**config.mk**
```make
export PLATFORM = sky130hd
export DESIGN_NAME = mem_bridge
export DESIGN_NICKNAME = d
export VERILOG_FILES = /design/src/rtl/rv32i_types.sv /design/src/rtl/dword_merge.sv /design/src/rtl/mem_bridge.sv
export SDC_FILE = /design/constraint.sdc
export NUM_CORES = 1
export LEC_CHECK = 0
export BUFFER_PORTS_ARGS = -buffer_cell sky130_fd_sc_hd__buf_4
export CAP_MARGIN = 10
export CORE_UTILIZATION = 35
export CTS_CLUSTER_SIZE = 16
export DETAILED_ROUTE_END_ITERATION = 12
export HOLD_SLACK_MARGIN = 0.02
export PLACE_DENSITY = 0.66
export SLEW_MARGIN = 25
export SYNTH_ARGS = -nofsm -noshare
export SYNTH_HDL_FRONTEND = slang
export SYNTH_SLANG_ARGS = --single-unit
```
**constraint.sdc**
```tcl
create_clock -name clk -period 5.7 [get_ports clk]
set_input_delay 0.285 -clock clk [delete_from_list [all_inputs] [get_ports clk]]
set_output_delay 0.285 -clock clk [all_outputs]
set_load 0.02 [all_outputs]
```
**src/rtl/rv32i_types.sv**
```systemverilog
// Shared types for the memory bridge: FSM state and requester identity,
// plus small doubleword helpers used by the bridge datapath.
package rv32i_types;

  typedef enum logic [2:0] {
    IDLE,
    RD,
    RMW_RD,
    RMW_WR,
    DONE
  } mem_bridge_state_t;

  typedef enum logic {
    REQ_INSTR,
    REQ_DATA
  } mem_req_t;

  function automatic logic [31:0] dword_select(input logic [63:0] dw, input logic hi);
    return hi ? dw[63:32] : dw[31:0];
  endfunction

  function automatic logic [31:0] dword_align(input logic [31:0] addr);
    return {addr[31:3], 3'b000};
  endfunction

endpackage

```
**src/rtl/dword_merge.sv**
```systemverilog
// Byte-masked insertion of a 32-bit word into one half of a 64-bit doubleword.
module dword_merge (
  input  logic [63:0] dw_i,
  input  logic [31:0] word_i,
  input  logic [3:0]  mbe_i,
  input  logic        sel_i,
  output logic [63:0] dw_o
);

  logic [31:0] bmask;
  logic [31:0] lo_merged;
  logic [31:0] hi_merged;

  assign bmask = {{8{mbe_i[3]}}, {8{mbe_i[2]}}, {8{mbe_i[1]}}, {8{mbe_i[0]}}};

  assign lo_merged = (dw_i[31:0]  & ~bmask) | (word_i & bmask);
  assign hi_merged = (dw_i[63:32] & ~bmask) | (word_i & bmask);

  assign dw_o = sel_i ? {hi_merged, dw_i[31:0]} : {dw_i[63:32], lo_merged};

endmodule

```
**src/rtl/mem_bridge.sv**
```systemverilog
// Serves instruction and data word ports from one 64-bit pmem port, with RMW for byte-masked stores.
// Optional doubleword line buffer enabled by defining MEM_BRIDGE_LINEBUF_EN.
module mem_bridge
  import rv32i_types::*;
(
  input  logic        clk,
  input  logic        rst,

  input  logic        instr_read,
  input  logic [31:0] instr_mem_address,
  output logic        instr_mem_resp,
  output logic [31:0] instr_mem_rdata,

  input  logic        data_read,
  input  logic        data_write,
  input  logic [3:0]  data_mbe,
  input  logic [31:0] data_mem_address,
  input  logic [31:0] data_mem_wdata,
  output logic        data_mem_resp,
  output logic [31:0] data_mem_rdata,

  output logic        pmem_read,
  output logic        pmem_write,
  output logic [31:0] pmem_address,
  output logic [63:0] pmem_wdata,
  input  logic        pmem_resp,
  input  logic [63:0] pmem_rdata
);

  mem_bridge_state_t state_q;
  mem_req_t          req_q;
  logic              wsel_q;
  logic [3:0]        mbe_q;
  logic [31:0]       wdata_q;

  logic              pmem_read_q;
  logic              pmem_write_q;
  logic [31:0]       pmem_address_q;
  logic [63:0]       pmem_wdata_q;
  logic              instr_resp_q;
  logic              data_resp_q;
  logic [31:0]       instr_rdata_q;
  logic [31:0]       data_rdata_q;

`ifdef MEM_BRIDGE_LINEBUF_EN
  logic              valid_q;
  logic [28:0]       tag_q;
  logic [63:0]       buf_q;
`endif

  logic              data_req;
  logic [31:0]       req_addr;
  logic [63:0]       merged_dw;
  logic              unused_addr_bits;

  // Data port has fixed priority over instruction fetch.
  assign data_req         = data_read | data_write;
  assign req_addr         = data_req ? data_mem_address : instr_mem_address;
  assign unused_addr_bits = ^req_addr[1:0];

  dword_merge u_merge (
    .dw_i   (pmem_rdata),
    .word_i (wdata_q),
    .mbe_i  (mbe_q),
    .sel_i  (wsel_q),
    .dw_o   (merged_dw)
  );

  always_ff @(posedge clk or posedge rst) begin
    if (rst) begin
      state_q        <= IDLE;
      req_q          <= REQ_INSTR;
      wsel_q         <= 1'b0;
      mbe_q          <= 4'b0000;
      wdata_q        <= '0;
      pmem_read_q    <= 1'b0;
      pmem_write_q   <= 1'b0;
      pmem_address_q <= '0;
      pmem_wdata_q   <= '0;
      instr_resp_q   <= 1'b0;
      data_resp_q    <= 1'b0;
      instr_rdata_q  <= '0;
      data_rdata_q   <= '0;
`ifdef MEM_BRIDGE_LINEBUF_EN
      valid_q        <= 1'b0;
      tag_q          <= '0;
      buf_q          <= '0;
`endif
    end else begin
      instr_resp_q <= 1'b0;
      data_resp_q  <= 1'b0;
      case (state_q)
        IDLE: begin
          if (data_req || instr_read) begin
            req_q          <= data_req ? REQ_DATA : REQ_INSTR;
            wsel_q         <= req_addr[2];
            mbe_q          <= data_mbe;
            wdata_q        <= data_mem_wdata;
            pmem_address_q <= dword_align(req_addr);
            if (data_write) begin
              // A store with no enabled bytes changes nothing in memory.
              if (data_mbe == 4'b0000) begin
                data_resp_q <= 1'b1;
                state_q     <= DONE;
              end else begin
                pmem_read_q <= 1'b1;
                state_q     <= RMW_RD;
              end
            end
`ifdef MEM_BRIDGE_LINEBUF_EN
            else if (valid_q && (tag_q == req_addr[31:3])) begin
              if (data_req) begin
                data_resp_q  <= 1'b1;
                data_rdata_q <= dword_select(buf_q, req_addr[2]);
              end else begin
                instr_resp_q  <= 1'b1;
                instr_rdata_q <= dword_select(buf_q, req_addr[2]);
              end
              state_q <= DONE;
            end
`endif
            else begin
              pmem_read_q <= 1'b1;
              state_q     <= RD;
            end
          end
        end

        RD: begin
          if (pmem_resp) begin
            pmem_read_q <= 1'b0;
            if (req_q == REQ_DATA) begin
              data_resp_q  <= 1'b1;
              data_rdata_q <= dword_select(pmem_rdata, wsel_q);
            end else begin
              instr_resp_q  <= 1'b1;
              instr_rdata_q <= dword_select(pmem_rdata, wsel_q);
            end
`ifdef MEM_BRIDGE_LINEBUF_EN
            buf_q   <= pmem_rdata;
            tag_q   <= pmem_address_q[31:3];
            valid_q <= 1'b1;
`endif
            state_q <= DONE;
          end
        end

        RMW_RD: begin
          if (pmem_resp) begin
            pmem_read_q  <= 1'b0;
            pmem_write_q <= 1'b1;
            pmem_wdata_q <= merged_dw;
            state_q      <= RMW_WR;
          end
        end

        RMW_WR: begin
          if (pmem_resp) begin
            pmem_write_q <= 1'b0;
            data_resp_q  <= 1'b1;
            data_rdata_q <= dword_select(pmem_wdata_q, wsel_q);
`ifdef MEM_BRIDGE_LINEBUF_EN
            buf_q   <= pmem_wdata_q;
            tag_q   <= pmem_address_q[31:3];
            valid_q <= 1'b1;
`endif
            state_q <= DONE;
          end
        end

        DONE: begin
          state_q <= IDLE;
        end

        default: begin
          state_q <= IDLE;
        end
      endcase
    end
  end

  assign instr_mem_resp  = instr_resp_q;
  assign instr_mem_rdata = instr_rdata_q;
  assign data_mem_resp   = data_resp_q;
  assign data_mem_rdata  = data_rdata_q;
  assign pmem_read       = pmem_read_q;
  assign pmem_write      = pmem_write_q;
  assign pmem_address    = pmem_address_q;
  assign pmem_wdata      = pmem_wdata_q;

endmodule

```
### Word-level counts from Yosys, hierarchy flattened

Cells that the tools add are included.

| operators by class | value |
|---|---|
| equal/unequal tests | 11 |
| muxes and demuxes | 32 |
| bitwise logic cells | 8 |
| reduce and logical (&&, ||, !) cells | 15 |

Operators with widths:

| operator | number |
|---|---|
| two-way mux 32 bit | 6 |
| AND 32 bit | 3 |
| two-way mux 64 bit | 1 |
| bitwise OR 32 bit | 2 |
| case mux 32 bit (2 select lines) | 1 |
| inverter 32 bit | 1 |
| two-way mux 1 bit | 15 |
| two-way mux 3 bit | 5 |
| inequality test 2 bit (second input constant) | 5 |
| case mux 3 bit (3 select lines) | 1 |
| AND reduction 3 bit | 3 |
| AND reduction 4 bit | 2 |
| == test 3 x 2 -> 1 bit (second input constant) | 2 |
| nonzero test 2 bit | 3 |
| logical NOT 4 bit | 1 |
| inequality test 2 x 1 -> 1 bit (second input constant) | 2 |
| case mux 1 bit (2 select lines) | 2 |
| AND reduction 2 bit | 2 |
| OR reduction 2 bit | 2 |
| == test 3 x 1 -> 1 bit (second input constant) | 1 |
| logical NOT 3 bit | 1 |
| inequality test 3 bit (second input constant) | 1 |
| case mux 1 bit (3 select lines) | 1 |
| logical OR 1 bit | 1 |
| 2 further kinds | 2 |

| storage, ports and cells | value |
|---|---|
| register bits after elaboration | 202 |
| input port bits | 170 |
| output and inout bits | 164 |
| logic and storage cells | 79 |

### Logic depth before layout (Yosys ltp)

| depth | value |
|---|---|
| word-level depth | 5 |
| gate-level depth with buffers | 7 |
| mapped depth without buffers | 3 |

### Cells and area by module

A second synthesis with hierarchy kept.

| unflattened totals | value |
|---|---|
| cell total of the unflattened synthesis | 780 |
| area, all modules | 9769.4 µm² |

By module, submodules not included:

| module | instances | cells an instance | area each (µm²) | seq. area each (µm²) |
|---|---|---|---|---|
| mem_bridge | 1 | 703 | 8792.2 | 5054.8 |
| dword_merge | 1 | 77 | 977.2 | 0.0 |

### Worst setup path after synthesis

Ideal clock, no wire load.

| timing path | value |
|---|---|
| kind | reg-to-reg |
| start | register state_q[1] |
| end | register mbe_q[0] |
| setup time | 125 ps |
| arrival time | 1530 ps |
| required time | 5575 ps |
| slack | 4045 ps |
| stages on the path, launching flop included | 7 |
| path buffers | 3 |
| period minus slack after synthesis | 1655 ps |
| cells stage by stage | dfrtp_1 buf_2 nor3_2 and2_1 buf_6 buf_6 mux2_4 |

| on the way | value |
|---|---|
| cells in the longest elaborated chain, start to end | 2 |

Ends and longest elaborated chain:

| what | line | text |
|---|---|---|
| start: declaration | mem_bridge.sv:30 | `mem_bridge_state_t state_q;` |
| start signal: assignment | mem_bridge.sv:71 | `state_q <= IDLE;` |
| start signal: assignment | mem_bridge.sv:104 | `state_q <= DONE;` |
| start signal: assignment | mem_bridge.sv:107 | `state_q <= RMW_RD;` |
| logical NOT 3 bit | mem_bridge.sv:92 | `case (state_q)` |
| AND reduction 2 bit (no source line) | -- |  |
| end signal: assignment | mem_bridge.sv:97 | `mbe_q <= data_mbe;` |
| end: declaration | mem_bridge.sv:33 | `logic [3:0] mbe_q;` |

Every way passes these cells.
A chain may end at the register's enable or synchronous reset.

### Worst setup path in the final report

| timing path | value |
|---|---|
| start | register state_q[0] |
| end | register wdata_q[7] |

| on the way | value |
|---|---|
| cells in the longest elaborated chain, start to end | 2 |

Ends and longest elaborated chain:

| what | line | text |
|---|---|---|
| logical NOT 3 bit | mem_bridge.sv:92 |  |
| AND reduction 2 bit (no source line) | -- |  |
| end signal: assignment | mem_bridge.sv:98 | `wdata_q <= data_mem_wdata;` |
| end: declaration | mem_bridge.sv:34 | `logic [31:0] wdata_q;` |

Every way passes these cells.

==> flow_summary.ini <==
[cts]
post_cts_resize_count = 0
clk_path_buf_depth = 3
cts_tree = yes
clk_pin_slew_worst_paths_ns = 0.06
cts_buffers = 23
cts.sinks = 202
clock_latency_ns = 0.50
htreeDepth = 1
clock-root-buffer = clkbuf_16

[setup_path]
cp_slowest_stage_delay_ns = 0.87
cp_max_fo = 52
slowest_stage = and2_4
critPathRequiredTime_ns = 6.08
setup.worst_path.class = reg -> reg
path_cells = nor3_4 > buf_4 > and2_4 > buf_4 > mux2_4
critPathMostFrequentCell = buf_4
endpoint_kind = register
cp_num_buf_inv = 2
worst_setup_path_start_kind = register
critPathArrivalTime_ns = 3.35
crit_family = simple AND/OR/NAND/NOR gates

[logic_synthesis]
synth-compound-area-share_pct = 8.18
ys_seq_elements = 202
synth_top_family_by_area = multiplexers
syn_area_per_cell_sq_um = 12.1
synth_edf_count = 0
yosysWarnings = 0
yosys.area_share.simple_pct = 3.98
synthMuxAreaShare_pct = 31.7
synth_cells = 813
synth-xor-area-share_pct = 0.0888
yosys-top-cells-area = dfrtp_1 (51%), mux2i_1 (22%), mux2_4 (5.5%), a21oi_1 (4.8%), mux2_1 (3.7%)
yosysSeqAreaShare_pct = 51.3
synth_cell_types = 35
synth_fa_ha_area_share_pct = 0
mappedNetlistArea_sq_um = 9860
ys.flop_type = dfrtp_1
synth_top_area_share_pct = 51.3
ys_async_sr_fraction_pct = 100
yosysTopAreaCell = dfrtp_1

[route]
ant_nets = 0
viasPerCell = 4.81
drt_first_pass_iters = 4
wl_per_cell_um = 18.2
drt_wl_total_um = 28100
drtIter0Drc = 308
dr_total_vias = 7419
drc_errors = 0

[floorplanning]
die_y_um = 170
die_width_um = 170
start_util_pct = 35.5
rows = 61
io_pins = 334
die_area_sq_um = 28900
core-area_sq_um = 27800

[timing]
max_freq_mhz = 337
relSlewSlack_pct = 30.2
hold_ws_ns = 0.0535
slew_viol_final = 0
hold_viol = 0
post-route-period-util_pct = 52.1
layout_min_cycle_time_ns = 2.97
tightest_slew_ns = 1.04
fin_worst_skew_ns = 0.0108
setup_tns_ns = 0
setup_viol = 0
grt_setup_unrepaired = no

[global_route]
grt_remaining_overflow = 0
grt_usage_pct = 19.2
antenna_found_initial = 0
grt_pass1_wl_um = 42900
grt_max_degree = 108
grt_pass1_vias = 7642

[cells_and_area]
drive_above_1_share_pct = 38.5
n_fill_cell = 2560
n_antenna_cell = 0
nets = 1322
final_util_pct = 49.1
fin_area_sq_um = 13600
area_growth_pct = 38.3

[placement]
hpwl_um = 19300
port_buffers = 326
gp_congestion = 0.792
dpl_cell_area_sq_um = 12600

[power_and_ir_drop]
total_power_mw = 8.16
p_leak_nw = 6.92
irDropWorstVdd_uv = 239
powerDensity_nw_per_um2 = 598

[hold_path]
hp-class = in -> reg

[job]
max-cap-violations = 0

[run_status]
status = complete, no violations
## routing by layer
layer | global-route usage [%] | vias up | part of all wire, % | wire length [um]
met5 | 0 | - | 0 | 0
met4 | 5.21 | 0 | 2.1 | 582
met3 | 4.05 | 44 | 6.7 | 1880
met2 | 32.3 | 263 | 47 | 13200
met1 | 24.8 | 3589 | 44 | 12400
li1 | - | 3523 | - | -
## where the power goes
| part | switching, mW | total, mW | internal [mW] |
|---|---|---|---|
| Combinational | 2.09 | 3.98 | 1.89 |
| Sequential | 0.618 | 2.77 | 2.16 |
| Clock | 0.572 | 1.40 | 0.826 |
## what timing repair did
action,4_1_cts,5_1_grt
hold endpoints to repair,64,0
hold buffers,36,0
setup buffers,0,0
## path summary, 6_finish.rpt
path | start | end | slack [ns] | cells past startpoint
worst min-delay path | data_mbe[2] | mbe_q[2] | 0.05 | 2
max in group asynchronous | rst | wsel_q | 3.78 | 4
min in group asynchronous | rst | state_q[0] | 0.49 | 3
worst max register to register | state_q[0] | wdata_q[7] | 2.73 | 5
worst min register to register | data_mem_rdata[20] | data_mem_rdata[20] | 0.49 | 1
worst max-delay path | state_q[0] | wdata_q[7] | 2.73 | 5
## registers in the layout, summed over array words and instances (netlist names)
register         cells
wsel_q               1
data_mem_rdata      32
pmem_wdata          64
pmem_read            1
mbe_q                4
instr_mem_resp       1
instr_mem_rdata     32
data_mem_resp        1
req_q                1
pmem_address        29
wdata_q             32
state_q              3
pmem_write           1
## Yosys cell counts (all sizes together), types with 2 or more instances
cell type / number
nand2b: 4
and3b: 2
buf: 35
nor2: 69
dfrtp: 202
inv: 35
mux2i: 220
mux2: 70
clkbuf: 25
a21oi: 125
a22o: 2
nand2: 8
## area by class of cell
cell class              count  area, sq um  area share, %
repair buffers            372         2900           21.2
inverters                  35          135          0.991
flip-flops and latches    202         5060           37.1
clock buffers              35          691           5.06
well taps                 378          473           3.47
clock inverters             3         15.0          0.110
multi-input cells         518         4370           32.1
## cells by family (layout without fill, tap and decap cells)
group                  after synthesis  count (layout)
other                                1               3
buffers and inverters               95             445
multiplexers                       290             290
XOR/XNOR                             1               1
flip-flops                         202             202
AO/OA/AOI/OAI                      133             133
AND/OR/NAND/NOR                     91              91
## cells in the final DEF (no fill, tap or decap)
master	count
a211oi_1	1
a21bo_2	1
a21o_1	1
a21oi_1	95
a21oi_2	30
a221oi_1	1
a22o_1	2
a31o_1	1
a32oi_1	1
and2_4	1
and3b_2	2
and4bb_4	1
buf_12	1
buf_4	335
clkbuf_1	5
clkbuf_16	23
clkbuf_8	7
clkinv_2	3
clkinvlp_4	1
conb_1	3
dfrtp_1	201
dfrtp_4	1
dlygate4sd3_1	36
inv_1	33
inv_2	1
mux2_1	32
mux2_2	2
mux2_4	36
mux2i_1	220
nand2_1	8
nand2b_1	4
nand3_2	1
nor2_1	68
nor2_4	1
nor2b_1	1
nor3_4	1
nor4_1	1
or3_1	1
or3b_1	1
xor2_1	1
## through the flow
stage	setup WS, ns	cells
6_report	2.73	1543
5_1_grt	2.55	1543
4_1_cts	2.72	1543
3_5_place_dp	2.73	1469
3_3_place_gp	2.74	1469
2_1_floorplan	2.80	815
Note: power is estimated with default switching activity, not from simulation.
